**src/rtl/pipe_pkg.sv**
```systemverilog
// Shared types for the elastic pipeline register.
// The state encoding doubles as the occupancy count.
package pipe_pkg;

   typedef enum logic [1:0] {
      EMPTY = 2'd0,
      ONE   = 2'd1,
      FULL  = 2'd2
   } skid_state_t;

endpackage

```
**src/rtl/skid_data_reg.sv**
```systemverilog
// Enable-controlled data entry, used for both the main and the skid slot.
// The asynchronous active-low reset clears it to zero.
module skid_data_reg #(
   parameter int WIDTH = 8
) (
   input  logic             clk,
   input  logic             reset_n,
   input  logic             en,
   input  logic [WIDTH-1:0] d,
   output logic [WIDTH-1:0] q
);

   // Capture only when the owner asserts the enable; otherwise hold.
   always_ff @(posedge clk or negedge reset_n) begin
      if (!reset_n) begin
         q <= {WIDTH{1'b0}};
      end else if (en) begin
         q <= d;
      end else begin
         q <= q;
      end
   end

endmodule

```
**src/rtl/pipe_skid_reg.sv**
```systemverilog
// Two-entry elastic pipeline register. in_ready depends only on state and
// flush, so a downstream stall never reaches upstream combinationally.
module pipe_skid_reg
   import pipe_pkg::*;
#(
   parameter int WIDTH = 8
) (
   input  logic             clk,
   input  logic             reset_n,
   input  logic             flush,
   input  logic             in_valid,
   output logic             in_ready,
   input  logic [WIDTH-1:0] in_data,
   output logic             out_valid,
   input  logic             out_ready,
   output logic [WIDTH-1:0] out_data,
   output logic [1:0]       count
);

   skid_state_t      state_r;
   skid_state_t      state_nxt_s;
   logic             in_fire_s;
   logic             out_fire_s;
   logic             main_en_s;
   logic             skid_en_s;
   logic [WIDTH-1:0] main_d_s;
   logic [WIDTH-1:0] main_q_s;
   logic [WIDTH-1:0] skid_q_s;

   assign in_ready   = (state_r != FULL) & ~flush;
   assign out_valid  = (state_r != EMPTY);
   assign out_data   = main_q_s;
   assign count      = state_r;
   assign in_fire_s  = in_valid & in_ready;
   assign out_fire_s = out_valid & out_ready;

   // When FULL the only way main is written is by promoting the skid word.
   assign main_d_s = (state_r == FULL) ? skid_q_s : in_data;

   // Next-state and entry-enable decode; flush overrides every transition.
   always_comb begin
      state_nxt_s = state_r;
      main_en_s   = 1'b0;
      skid_en_s   = 1'b0;
      if (flush) begin
         state_nxt_s = EMPTY;
      end else begin
         case (state_r)
            EMPTY: begin
               if (in_fire_s) begin
                  main_en_s   = 1'b1;
                  state_nxt_s = ONE;
               end else begin
                  state_nxt_s = EMPTY;
               end
            end
            ONE: begin
               if (in_fire_s && out_fire_s) begin
                  main_en_s   = 1'b1;
                  state_nxt_s = ONE;
               end else if (in_fire_s) begin
                  skid_en_s   = 1'b1;
                  state_nxt_s = FULL;
               end else if (out_fire_s) begin
                  state_nxt_s = EMPTY;
               end else begin
                  state_nxt_s = ONE;
               end
            end
            FULL: begin
               if (out_fire_s) begin
                  main_en_s   = 1'b1;
                  state_nxt_s = ONE;
               end else begin
                  state_nxt_s = FULL;
               end
            end
            default: begin
               state_nxt_s = EMPTY;
            end
         endcase
      end
   end

   // State register.
   always_ff @(posedge clk or negedge reset_n) begin
      if (!reset_n) begin
         state_r <= EMPTY;
      end else begin
         state_r <= state_nxt_s;
      end
   end

   skid_data_reg #(.WIDTH(WIDTH)) u_main (
      .clk     (clk),
      .reset_n (reset_n),
      .en      (main_en_s),
      .d       (main_d_s),
      .q       (main_q_s)
   );

   skid_data_reg #(.WIDTH(WIDTH)) u_skid (
      .clk     (clk),
      .reset_n (reset_n),
      .en      (skid_en_s),
      .d       (in_data),
      .q       (skid_q_s)
   );

endmodule

```
**config.mk**
```make
export PLATFORM = sky130hd
export DESIGN_NAME = pipe_skid_reg
export DESIGN_NICKNAME = d
export VERILOG_FILES = /design/src/rtl/pipe_pkg.sv /design/src/rtl/skid_data_reg.sv /design/src/rtl/pipe_skid_reg.sv
export SDC_FILE = /design/constraint.sdc
export NUM_CORES = 1
export LEC_CHECK = 0
export BUFFER_PORTS_ARGS = -buffer_cell sky130_fd_sc_hd__buf_2
export CORE_ASPECT_RATIO = 1.25
export CORE_UTILIZATION = 50
export DETAILED_ROUTE_END_ITERATION = 16
export GPL_TIMING_DRIVEN = 0
export PLACE_DENSITY = 0.87
export SYNTH_ARGS = -nofsm -noshare
export SYNTH_HDL_FRONTEND = slang
export SYNTH_SLANG_ARGS = --single-unit
```
**constraint.sdc**
```tcl
create_clock -name clk -period 3.89 [get_ports clk]
set_clock_uncertainty 0.1 [all_clocks]
set_input_delay 0.1945 -clock clk [delete_from_list [all_inputs] [get_ports clk]]
set_output_delay 0.1945 -clock clk [all_outputs]
set_load 0.01 [all_outputs]
```
Yosys cells after proc, flatten, opt, wreduce, memory -nomap -nowiden
Index checks and enable logic that the tools add are counted.
Operators by class
  add/sub/neg operators: 0
  reductions and logical operators: 3
  div/mod/pow operators: 0
  mux-type cells: 16
  $lt $le $gt $ge: 0
  shift-type cells: 0
  eq/ne operators: 3
  multiply operators: 0
  bitwise gates (word level): 4
Operators by type and width (number)
  2-to-1 mux 1 bit: 9
  2-to-1 mux 2 bit: 4
  2-to-1 mux 8 bit: 1
  one-hot mux 2 bit (3 select lines): 1
  bitwise AND 1 bit: 3
  one-hot mux 1 bit (3 select lines): 1
  equality test 2 x 1 -> 1 bit, second input constant: 1
  equality test 2 bit, second input constant: 1
  zero test 2 bit: 1
  inequality test 2 bit, second input constant: 1
  nonzero test 2 bit: 1
  logical AND 1 bit: 1
  NOT 1 bit: 1
Word-level totals
  ROM bits: 0
  bits in latches: 0
  bits in writable memories: 0
  output and inout bits: 12
  bits of input ports: 13
  word-level logic and storage cells: 29
  memories kept: 0
  register bits after elaboration: 18

Logic depth before layout (Yosys ltp)
  depth after elaboration: 7
  mapped depth: 9
  depth with buffers taken out: 7

By module
A second synthesis with hierarchy kept.
Second synthesis, totals
  cells, all modules: 65
  area total of the unflattened synthesis: 962.2 um^2
Modules (own cells, without submodules)
  skid_data_reg: times used 2, cells an instance 17, area an instance 331.6 um^2, sequential area each 200.2 um^2
  pipe_skid_reg: times used 1, cells an instance 31, area an instance 299.0 um^2, sequential area each 50.0 um^2

Worst setup path before layout
OpenSTA, ideal clock, no wires.
  path kind: register -> register
  start point: reg state_r[0] (netlist: count[0])
  end point: reg u_main.q[0]
  arrival: 2.199 ns
  cell stages (with the launch flop): 10
  path buffers: 2
  library setup time: 0.125 ns
  clock period less this slack: 2.425 ns
  path slack: 1.465 ns
  cell sequence: dfrtp_1 nor2b_1 buf_2 nor2_1 and2_1 ha_1 mux2_4 a32o_1 buf_6 mux2_4
On the way
  cells in the longest elaborated chain, start to end: 7
Ends and longest elaborated chain
  from (decl): RTL line pipe_skid_reg.sv:20  | skid_state_t state_r;
  from (signal assigned): RTL line pipe_skid_reg.sv:90  | state_r <= state_nxt_s;
  inequality test 2 bit (*): RTL line pipe_skid_reg.sv:30  | assign in_ready = (state_r != FULL) & ~flush;
  bitwise AND 1 bit (*): RTL line pipe_skid_reg.sv:30
  named net in_ready: RTL line pipe_skid_reg.sv:12  | output logic in_ready,
  bitwise AND 1 bit (*): RTL line pipe_skid_reg.sv:34  | assign in_fire_s = in_valid & in_ready;
  logical AND 1 bit: RTL line pipe_skid_reg.sv:58  | if (in_fire_s && out_fire_s) begin
  2-to-1 mux 1 bit: RTL line pipe_skid_reg.sv:58
  one-hot mux 1 bit (3 select lines) (*): RTL line pipe_skid_reg.sv:48  | case (state_r)
  2-to-1 mux 1 bit (*): RTL line pipe_skid_reg.sv:45  | if (flush) begin
  to (signal assigned): RTL line skid_data_reg.sv:16  | q <= {WIDTH{1'b0}};
  to (signal assigned): RTL line skid_data_reg.sv:20  | q <= q;
  to (decl): RTL line skid_data_reg.sv:10  | output logic [WIDTH-1:0] q
Mark *: on every way through the listed nets, which the timed path passes. The rest lies on a longest branch.
A chain may end at the register's enable or synchronous reset.

Worst setup path after layout
  start point: reg state_r[0] (netlist: count[0])
  end point: reg u_main.q[7]
On the way
  cells in the longest elaborated chain, start to end: 7
Ends and longest elaborated chain (RTL line)
  inequality test 2 bit: pipe_skid_reg.sv:30
  bitwise AND 1 bit: pipe_skid_reg.sv:30
  bitwise AND 1 bit: pipe_skid_reg.sv:34
  logical AND 1 bit: pipe_skid_reg.sv:58
  2-to-1 mux 1 bit: pipe_skid_reg.sv:58
  one-hot mux 1 bit (3 select lines): pipe_skid_reg.sv:48
  2-to-1 mux 1 bit: pipe_skid_reg.sv:45
Parallel ways exist; a longest one is shown, timed or not.

==> summary.txt <==
DR DRC count - 0
Number of DRC markers in iteration 0 - 9
Initial core utilization - 55.5%
WP depth - 9
RSZ-0062 raised after global routing - no
CTS H-tree depth - 1
Synth Warn # - 0
Number of I/O port buffers - 24
Required @ worst endpoint - 3.98 ns
CTS root buf - clkbuf_4
Crit path max fanout - 10
DIE HEIGHT - 49.4 um
Ant diodes - 0
Yosys cell types - 18
Vias in the first global route - 617
Final Wtd Congestion - 0.731
Clock Sinks - 18
Pin count of the biggest net entering global routing - 19
Final min period - 2.59 ns
Skew-Pair Late Insertion Delay - 0.30 ns
Peak supply drop - 0.357 mV
PD cells - 456 nW/um^2
Path depth of the worst reg2reg path - 9
Vias/cell - 5.32
Max Buffers Root-to-Sink - 2
Drt first pass iters - 2
Count of state elements after synthesis - 18
Most Frequent Cell on Critical Path - mux2_4
Most frequent cells in the layout - buf_2, dfrtp_1, mux2_4
Post-Layout Cell Count - 111
Slowest stage delay, CP - 0.46 ns
CTS tree - done
GR Util All Layers - 20.3%
CP Launch Type - flop
Detail Route Antenna Nets - 0
Synth Instances - 63
Lkg Pwr - 0.573 nW
Routed wire length - 1640 um
Nets - 109
Sequential area share after synthesis - 50.1%
Syn_nets - 78
CTS buffer count - 3
Number of fill cells - 118
Multi-input gate area - 420 sq um
Syn Std Cell Area - 900 sq um
Worst Path Arrival - 2.67 ns
Status - finished, final reports clean
Cell Rows - 16
Worst slew margin - 73.9%
FMAX - 0.387 GHz
Crit path kind - reg -> reg
Ports - 25
Worst path cell trace - nor2b_1, buf_2, nor2_1, and2_1, ha_1, mux2_4, a32o_1, buf_6, mux2_4
Mean Syn Cell Area - 14.3 sq um
Core area - 1620 sq um
Die width - 39.9 um
Clock transition at path regs - 0.10 ns
Max-slew violations - 0
Area delta synth->final - 22.1%
Max Cap Violations - 0
Storage cell area - 450 sq um
Layout cell share with drive strength beyond 1 - 52.7%
Routed WL per cell - 14.8 um
Vias - 591
Most common cell after layout, fill and taps aside - buf_2
Total gr overflow - 0
Hold path depth - 2
Tcrit/Tclk final - 66.5%
Family with the most delay on the worst path - multiplexers
Slew @ Worst Pin - 0.391 ns
Post-CTS Setup Inserts - 0
Area of the die - 1970 sq um
Placed instance count - 105
# setup viols final - 0
Worst setup EP type - flop
Endpoints failing hold - 0
Initial antenna violation count - 0
Setup_tns - 0 ns
Post-DP HPWL - 1200 um
Buf/Inv on CP - 2
Final total power - 501 uW
Min-Delay Path Class - in -> reg
Crit-path slowest cell - dfrtp_1
Global-route wire length before repair - 2680 um
-- worst paths after layout --
| kind | from | end | slack (ns) |
|---|---|---|---|
| max | count[0]$_DFF_PN0_ | u_main.q[7]$_DFFE_PN0P_ | 1.30 |
| min | in_data[2] | u_skid.q[2]$_DFFE_PN0P_ | 0.02 |
| max reg2reg | count[0]$_DFF_PN0_ | u_main.q[7]$_DFFE_PN0P_ | 1.30 |
| min reg2reg | u_skid.q[3]$_DFFE_PN0P_ | u_skid.q[3]$_DFFE_PN0P_ | 0.39 |
| max in group asynchronous | reset_n | u_main.q[7]$_DFFE_PN0P_ | 3.16 |
| min in group asynchronous | reset_n | u_main.q[2]$_DFFE_PN0P_ | 0.24 |
-- flip-flops by register name, summed over array words and instances (netlist names) --
name	flops
count	2
u_skid.q	8
u_main.q	8
-- Yosys cell counts (all sizes together) --
cell type   n  share of area (%)
mux2i       1                1.1
inv         2               0.83
buf         3                2.4
nand2       1               0.42
mux2       25                 35
and2        1               0.70
a2bb2oi     1               0.97
ha          2                2.8
a21o        1               0.83
nor2b       1               0.70
or2         1               0.70
and3        1               0.70
nor2        4                1.7
a32o        1                1.1
dfrtp      18                 50
-- routing by layer --
metal  up-vias  track usage, %  wire [um]
met5         -               0          0
li1        281               -          -
met1       287            26.3        672
met4         0            13.8         54
met3         5            1.37         62
met2        18            30.9        851
-- kinds of logic (layout without fill, tap and decap cells) --
family,count (synthesis),after routing,synth area share (%)
flops,18,18,50.1
simple gates,9,9,4.87
mux,26,26,36.2
compound gates,3,3,2.92
buf+inv,5,35,3.20
fa+ha+maj,2,2,2.78
-- metrics by stage --
stage	instance area (sq um)	utilization, %	hold WS [ns]	setup slack (ns)
final	1100	67.7	0.0240	1.30
after global placement	1040	64.3	0.0339	1.39
after floorplan	900	-	-0.201	1.47
after detailed placement	1040	64.3	0.0407	1.32
after global routing	1100	67.7	0.0145	1.18
after CTS	1100	67.7	0.0201	1.29
-- final cells by class --
type	count	share of cell area, %
timing repair buffer	26	12.8
inverter	2	0.683
sequential	18	41.0
tap	18	2.05
clock buffer	4	3.30
multi-input combinational	40	38.3
buffer	3	1.94
-- timing repair --
action                                 in CTS  in global routing
endpoints found under the hold margin      19                  0
resized for setup                           0                  0
hold buffers                                2                  0
-- where the power goes --
| group | internal, mW | switching (mW) |
|---|---|---|
| logic | 0.0761 | 0.0520 |
| registers | 0.235 | 0.0243 |
| clock network | 0.0572 | 0.0564 |
| total | 0.368 | 0.133 |
No activity file was read; power rests on OpenSTA's default activity.
